### config.mk
export PLATFORM = sky130hd
export DESIGN_NAME = stream_rr_arbiter
export DESIGN_NICKNAME = d
export VERILOG_FILES = /design/src/rtl/stream_rr_arbiter.sv
export SDC_FILE = /design/constraint.sdc
export NUM_CORES = 1
export LEC_CHECK = 0
export ABC_CLOCK_PERIOD_IN_PS = 4100
export CORE_AREA = 3 3 503 505
export DETAILED_ROUTE_END_ITERATION = 10
export DIE_AREA = 0 0 506 508
export PLACE_DENSITY = 0.35
export SLEW_MARGIN = 20
export SYNTH_ARGS = -nofsm -noshare
export SYNTH_HDL_FRONTEND = slang
export SYNTH_SLANG_ARGS = --single-unit
### constraint.sdc
create_clock -name clk -period 4.1 [get_ports clk]
set_input_delay 0.82 -clock clk [delete_from_list [all_inputs] [get_ports clk]]
set_output_delay 0.82 -clock clk [all_outputs]
set_load 0.05 [all_outputs]
### src/rtl/stream_rr_arbiter.sv
// stream_rr_arbiter: shares one registered valid/ready output stream among
// NUM_IN input streams. Arbitration is round-robin at packet granularity:
// once a requester's first beat is taken, it keeps the grant until its
// last beat has been accepted. out_id tells downstream which requester
// supplied each beat.

module stream_rr_arbiter #(
    parameter int  NUM_IN     = 4,
    parameter int  DATA_WIDTH = 256,
    localparam int ID_WIDTH   = $clog2(NUM_IN)
) (
    input  logic                         clk,
    input  logic                         reset,
    input  logic [NUM_IN-1:0]            in_valid,
    input  logic [NUM_IN*DATA_WIDTH-1:0] in_data,
    input  logic [NUM_IN-1:0]            in_last,
    output logic [NUM_IN-1:0]            in_ready,
    output logic                         out_valid,
    output logic [DATA_WIDTH-1:0]        out_data,
    output logic                         out_last,
    output logic [ID_WIDTH-1:0]          out_id,
    input  logic                         out_ready
);

    typedef enum logic {
        IDLE,
        LOCKED
    } state_t;

    state_t                state;
    logic [ID_WIDTH-1:0]   grant_q;
    logic [ID_WIDTH-1:0]   rr_ptr;
    logic [ID_WIDTH-1:0]   sel;
    logic [ID_WIDTH-1:0]   next_ptr;
    logic [ID_WIDTH-1:0]   hi_sel;
    logic [ID_WIDTH-1:0]   lo_sel;
    logic                  hi_hit;
    logic                  lo_hit;
    logic                  sel_found;
    logic                  sel_last;
    logic [DATA_WIDTH-1:0] sel_data;
    logic                  locked;
    logic                  load_en;
    logic                  accept;

    assign locked  = (state == LOCKED);
    // The output register may take a new beat when empty or being drained.
    assign load_en = !out_valid || out_ready;
    // Gated by reset so nothing is acknowledged while the block is held in reset.
    assign accept  = reset && sel_found && load_en;
    // Pointer moves just past the requester whose packet ends, wrapping to 0.
    assign next_ptr = (sel == ID_WIDTH'(NUM_IN - 1)) ? '0 : sel + ID_WIDTH'(1);

    // Pick the requester to serve: the lock owner, or the first valid one at or after rr_ptr (wrapping).
    always_comb begin
        hi_hit    = 1'b0;
        lo_hit    = 1'b0;
        hi_sel    = '0;
        lo_sel    = '0;
        sel       = '0;
        sel_found = 1'b0;
        for (int i = NUM_IN - 1; i >= 0; i--) begin
            if (in_valid[i]) begin
                lo_hit = 1'b1;
                lo_sel = ID_WIDTH'(i);
                if (ID_WIDTH'(i) >= rr_ptr) begin
                    hi_hit = 1'b1;
                    hi_sel = ID_WIDTH'(i);
                end
            end
        end
        if (locked) begin
            sel       = grant_q;
            sel_found = in_valid[grant_q];
        end else if (hi_hit) begin
            sel       = hi_sel;
            sel_found = 1'b1;
        end else begin
            sel       = lo_sel;
            sel_found = lo_hit;
        end
    end

    // Route the selected requester's payload and end-of-packet flag toward the output register.
    always_comb begin
        sel_data = '0;
        sel_last = 1'b0;
        for (int i = 0; i < NUM_IN; i++) begin
            if (sel == ID_WIDTH'(i)) begin
                sel_data = in_data[i*DATA_WIDTH +: DATA_WIDTH];
                sel_last = in_last[i];
            end
        end
    end

    // Acknowledge only the selected requester, and only when its beat is actually taken.
    always_comb begin
        in_ready = '0;
        for (int i = 0; i < NUM_IN; i++) begin
            in_ready[i] = accept && (sel == ID_WIDTH'(i));
        end
    end

    // Packet lock state machine: hold the grant mid-packet, advance the round-robin pointer at packet end.
    always_ff @(posedge clk or negedge reset) begin
        if (!reset) begin
            state   <= IDLE;
            grant_q <= '0;
            rr_ptr  <= '0;
        end else if (accept) begin
            if (sel_last) begin
                state  <= IDLE;
                rr_ptr <= next_ptr;
            end else begin
                state   <= LOCKED;
                grant_q <= sel;
            end
        end
    end

    // Output register: load on accept, empty when drained with nothing new, otherwise hold.
    always_ff @(posedge clk or negedge reset) begin
        if (!reset) begin
            out_valid <= 1'b0;
            out_data  <= '0;
            out_last  <= 1'b0;
            out_id    <= '0;
        end else if (accept) begin
            out_valid <= 1'b1;
            out_data  <= sel_data;
            out_last  <= sel_last;
            out_id    <= sel;
        end else if (out_ready) begin
            out_valid <= 1'b0;
        end
    end

endmodule

## Word level (Yosys, flattened, before mapping)

Cells that the tools add are included.

| word-level totals | value |
|---|---|
| register bits | 265 |
| bits of input ports | 1035 |
| word-level logic and storage cells | 71 |

| cells by class | value |
|---|---|
| $add $sub $neg | 1 |
| $lt $le $gt $ge | 5 |
| eq/ne operators | 3 |
| muxes and demuxes | 42 |
| bitwise operators | 1 |
| reduce and logical (&&, ||, !) cells | 12 |

Operator list:

| operator | count |
|---|---|
| 256-bit two-way mux | 4 |
| 2-bit two-way mux | 15 |
| 1-bit two-way mux | 22 |
| 1-bit logical AND | 6 |
| 2-bit equality test, second input constant | 2 |
| 1-bit by 2-bit greater-or-equal comparator with 1-bit output, first input constant | 2 |
| 2-bit greater-or-equal comparator, first input constant | 2 |
| 2-bit AND reduction | 2 |
| 2-bit by 3-bit less-than comparator with 1-bit output, second input constant | 1 |
| 2-bit by 1-bit adder with 2-bit output, second input constant | 1 |
| 1-bit binary-select mux with 2-bit select | 1 |
| 2-bit by 1-bit equality test with 1-bit output, second input constant | 1 |
| 2-bit logical NOT | 1 |
| 2-bit nonzero test | 1 |
| 1-bit logical NOT | 1 |
| 1-bit logical OR | 1 |
| 1-bit NOT | 1 |

## Longest topological paths before layout

| logic depth | value |
|---|---|
| depth in word-level cells | 18 |
| gate-level depth with buffers | 15 |
| depth with buffers taken out | 11 |

## Worst setup path after synthesis

Ideal clock, no wire load.

| timing | value |
|---|---|
| path kind | input-to-output |
| start | input in_valid[0] |
| end | output in_ready[2] |
| arrival | 3.087 ns |
| required time | 3.280 ns |
| setup slack | 0.193 ns |
| cell stages on the path | 10 |
| buffers on the path | 3 |
| cells stage by stage | nand2_1 -> a221oi_1 -> a2111oi_0 -> a21oi_1 -> ha_1 -> clkbuf_1 -> clkinv_1 -> clkbuf_1 -> clkbuf_1 -> nor2_1 |

| on the way | value |
|---|---|
| word-level cells in the longest chain between the ends | 6 |
| elaborated cells on any way between the ends | 14 |
| those cells by class | eq/ne (1); mux (10); reduce/logical (3) |

Ends and longest elaborated chain:

| what | RTL line | source |
|---|---|---|
| start, declared | 14 | `input logic [NUM_IN-1:0] in_valid,` |
| 1-bit binary-select mux with 2-bit select or 1-bit two-way mux (tied branches) | 74, 63 |  |
| 1-bit two-way mux, on equally long branches | 74, 75 |  |
| 1-bit two-way mux | 72 | `if (locked) begin` |
| 1-bit logical AND (2 in series) | 50 | `assign accept = reset && sel_found && load_en;` |
| 1-bit logical AND (*) | 100 | `in_ready[i] = accept && (sel == ID_WIDTH'(i));` |
| end, declared | 17 | `output logic [NUM_IN-1:0] in_ready,` |

Mark *: on every way between the ends. The rest lies on a longest branch, timed or not. The select of a mux whose other input is x is not followed.

## Worst setup path after layout

| timing | value |
|---|---|
| start | input in_valid[1] |
| end | register out_data[204] |

| on the way | value |
|---|---|
| word-level cells in the longest chain between the ends | 10 |
| elaborated cells on any way between the ends | 26 |
| those cells by class | eq/ne (3); mux (20); reduce/logical (3) |

Ends and longest elaborated chain:

| what | RTL line | source |
|---|---|---|
| 2-bit two-way mux or 1-bit two-way mux (tied branches) | 63 | `if (in_valid[i]) begin` |
| 2-bit two-way mux or 1-bit two-way mux (tied branches) | 66 | `if (ID_WIDTH'(i) >= rr_ptr) begin` |
| 2-bit two-way mux or 1-bit two-way mux (tied branches) | 63 |  |
| 2-bit two-way mux | 75 | `end else if (hi_hit) begin` |
| 2-bit two-way mux | 72 |  |
| 2-bit logical NOT | 89 | `if (sel == ID_WIDTH'(i)) begin` |
| 256-bit two-way mux (4 in series) | 89 |  |
| end signal, assigned | 130 | `out_data <= sel_data;` |
| end, declared | 19 | `output logic [DATA_WIDTH-1:0] out_data,` |

Parallel ways exist; a longest one is shown, timed or not. The select of a mux whose other input is x is not followed.
A chain may end at the register's enable or synchronous reset.

==> impl_metrics.env <==
export IMPL_synth_mux_area_share_pct=0.4729
export IMPL_yosysSeqAreaShare_pct=41.09
export IMPL_netlist_instances=2085
export IMPL_drc=0
export IMPL_fill_cells=28640
export IMPL_final_setup_tns_ns=0
export IMPL_gp_congestion=0.9102
export IMPL_post_cts_buffers=0
export IMPL_overflow=0
export IMPL_area_growth_pct=124.4
export IMPL_synth_xor_area_share_pct=0
export IMPL_fin_crit_ns=3.952
export IMPL_cp_max_fo=46
export IMPL_max_clock_freq_mhz=253.0
export IMPL_die_w_um=506
export IMPL_top_level_ports=1299
export IMPL_antenna_found_initial=159
export IMPL_hold_path_class="register to register"
export IMPL_hold_violations=0
export IMPL_start_util_pct=6.490
export IMPL_root_buffer="clkbuf_16"
export IMPL_drtAntennaViolNets=0
export IMPL_routed_wl_mm=187.9
export IMPL_grt_pass1_wl_mm=239.3
export IMPL_power_density_nw_per_um2=920.8
export IMPL_core_sq_um=248700
export IMPL_synth_async_reset_ratio_pct=100.0
export IMPL_synth_seq_cells=265
export IMPL_clock_path_buffers=3
export IMPL_critPathLaunchType="primary input"
export IMPL_wl_per_cell_um=27.41
export IMPL_seqCellArea_sq_um=6631
export IMPL_synth_edff_count=0
export IMPL_r2r_slack_ns=0.31
export IMPL_netlist_area_sq_um=16140
export IMPL_relSlewSlack_pct=31.39
export IMPL_fin_nets=4500
export IMPL_cts_buffers=44
export IMPL_synthTopCellsByArea="dfrtp_1 41%, a221oi_1 14%, a21oi_1 8.1%"
export IMPL_synth_compound_area_share_pct=30.47
export IMPL_skew_ns=0.03387
export IMPL_slew_violations=0
export IMPL_grt_pass1_vias=23370
export IMPL_cts_tree="done"
export IMPL_cp_data_arrival_time_ns=4.46
export IMPL_synth_ff_type="dfrtp_1"
export IMPL_insertion_delay_ns=0.65
export IMPL_drive_gt1_share_pct=10.36
export IMPL_grt_max_degree=100
export IMPL_period_share_pct=96.39
export IMPL_vias_per_cell=3.378
export IMPL_critical_path_class="primary input to register"
export IMPL_synth_area_leader_cell="dfrtp_1"
export IMPL_dp_hpwl_mm=164.2
export IMPL_grt_use_total_pct=13.97
export IMPL_drtPass1Iterations=7
export IMPL_final_area_sq_um=36210
export IMPL_yosysMostFrequentCell="dfrtp_1"
export IMPL_yosysWarnings=0
export IMPL_cap_violations=0
export IMPL_first_iter_violations=1430
export IMPL_worstSetupEndpointType="register"
export IMPL_whs_ns=0.4789
export IMPL_ys_top_cells_by_count="265 x dfrtp_1, 264 x nand2_1, 261 x nor2_1"
export IMPL_clkTransAtPathRegs_ns=0.06
export IMPL_cts_max_level=2
export IMPL_rows=183
export IMPL_fp_dieArea_sq_um=257000
export IMPL_die_y_um=508
export IMPL_power_leakage_uw=0.01300
export IMPL_p_total_uw=33350
export IMPL_outcome="complete, no violations"
export IMPL_synth_simple_gate_area_share_pct=20.58
export IMPL_crit_required_ns=4.61
export IMPL_cts_sinks=265
export IMPL_max_slew_worst_pin_slew_ns=1.026
export IMPL_io_buffers=1298
export IMPL_syn_nets=3124
export IMPL_finish_utilization_pct=14.56
export IMPL_syn_area_per_cell_sq_um=7.741
export IMPL_ir_worst_vdd_uv=493.0
export IMPL_synth_cell_types=37
export IMPL_finalSetupViolCount=0
export IMPL_multi_input_area_sq_um=8437
export IMPL_yosys_area_share_adder_pct=0.3101
export IMPL_vias=23160
export IMPL_post_synth_top_area_fraction_pct=41.09
export IMPL_placed_area_sq_um=34670
export IMPL_synth_top_family_by_area="compound AO/OA/AOI/OAI gates"
## critical path: stages
cell	delay, ns
clkdlybuf4s50_1	0.54
mux2i_1	0.11
a2111oi_2	0.40
buf_4	0.18
a21oi_2	0.05
buf_4	0.17
ha_1	0.22
nor2b_4	0.15
buf_12	0.15
buf_12	0.21
a221oi_1	0.82
buf_4	0.23
nor3_1	0.04
a21oi_1	0.18
o21ai_1	0.08
## worst paths after layout
kind / start / endpoint / cells past startpoint
worst max register to register: rr_ptr[1] / out_data[204] / 14
max in group asynchronous: reset / out_data[153] / 4
worst min register to register: out_data[164] / out_data[164] / 2
worst max-delay path: in_valid[1] / out_data[204] / 15
min in group asynchronous: reset / out_valid / 2
worst min-delay path: out_data[164] / out_data[164] / 2
## metal layers
metal / vias up / track usage [%] / routed length (um)
met5: - / 0 / 972
met4: 150 / 2.586 / 4142
met3: 311 / 8.626 / 27130
met2: 1227 / 23.38 / 87470
li1: 10520 / - / -
met1: 10960 / 15.05 / 68210
## power breakdown
| group | switching [uW] | internal [uW] |
|---|---|---|
| registers | 762 | 3780 |
| logic | 15600 | 9250 |
| clock network | 1680 | 2270 |
| total | 18000 | 15300 |
## flip-flops by register name (all words and copies together), names as in the netlist
name	flops
out_data	256
grant_q	2
out_id	2
rr_ptr	2
locked	1
out_last	1
out_valid	1
## timing repair
action	in CTS	in global routing
gates cloned	0	0
hold endpoints to repair	10	0
hold buffers	1	0
gates resized for setup	3	4
endpoints found under the setup margin	3	7
## layout by cell type (no fill, tap or decap), types with 4 or more instances in the layout
cell type,n
a21oi_1,259
a221oi_1,256
buf_12,41
buf_4,237
clkbuf_1,12
clkbuf_16,44
clkbuf_8,9
clkdlybuf4s50_1,1278
clkinv_2,4
dfrtp_1,265
diode_2,33
inv_1,4
mux2_2,4
nand2_1,264
nor2_1,261
nor3_1,255
o21ai_0,130
o21ai_1,127
## area by class of cell
class	instances	share of cell area, %
tap	3330	11.50
timing repair buffer	1560	42.62
inverter	5	0.07255
clock buffer	65	3.507
multi-input combinational	1585	23.30
clock inverter	14	0.4595
sequential	265	18.31
antenna	33	0.2280
## cells by family (layout without fill, tap and decap cells)
family / Yosys count / after routing
simple gates: 790 / 790
compound gates: 784 / 784
flops: 265 / 265
buf+inv: 235 / 1644
mux: 7 / 7
fa+ha+maj: 4 / 4
other cells: 0 / 33
## per-stage QoR
stage | setup slack (ns) | instances
4_1_cts | 0.03472 | 6824
2_1_floorplan | 0.1928 | 2085
5_1_grt | -0.004929 | 6830
6_report | 0.1482 | 6857
3_3_place_gp | -0.7215 | 6744
3_5_place_dp | -0.7007 | 6744
Power figures use the tool's default switching activity.
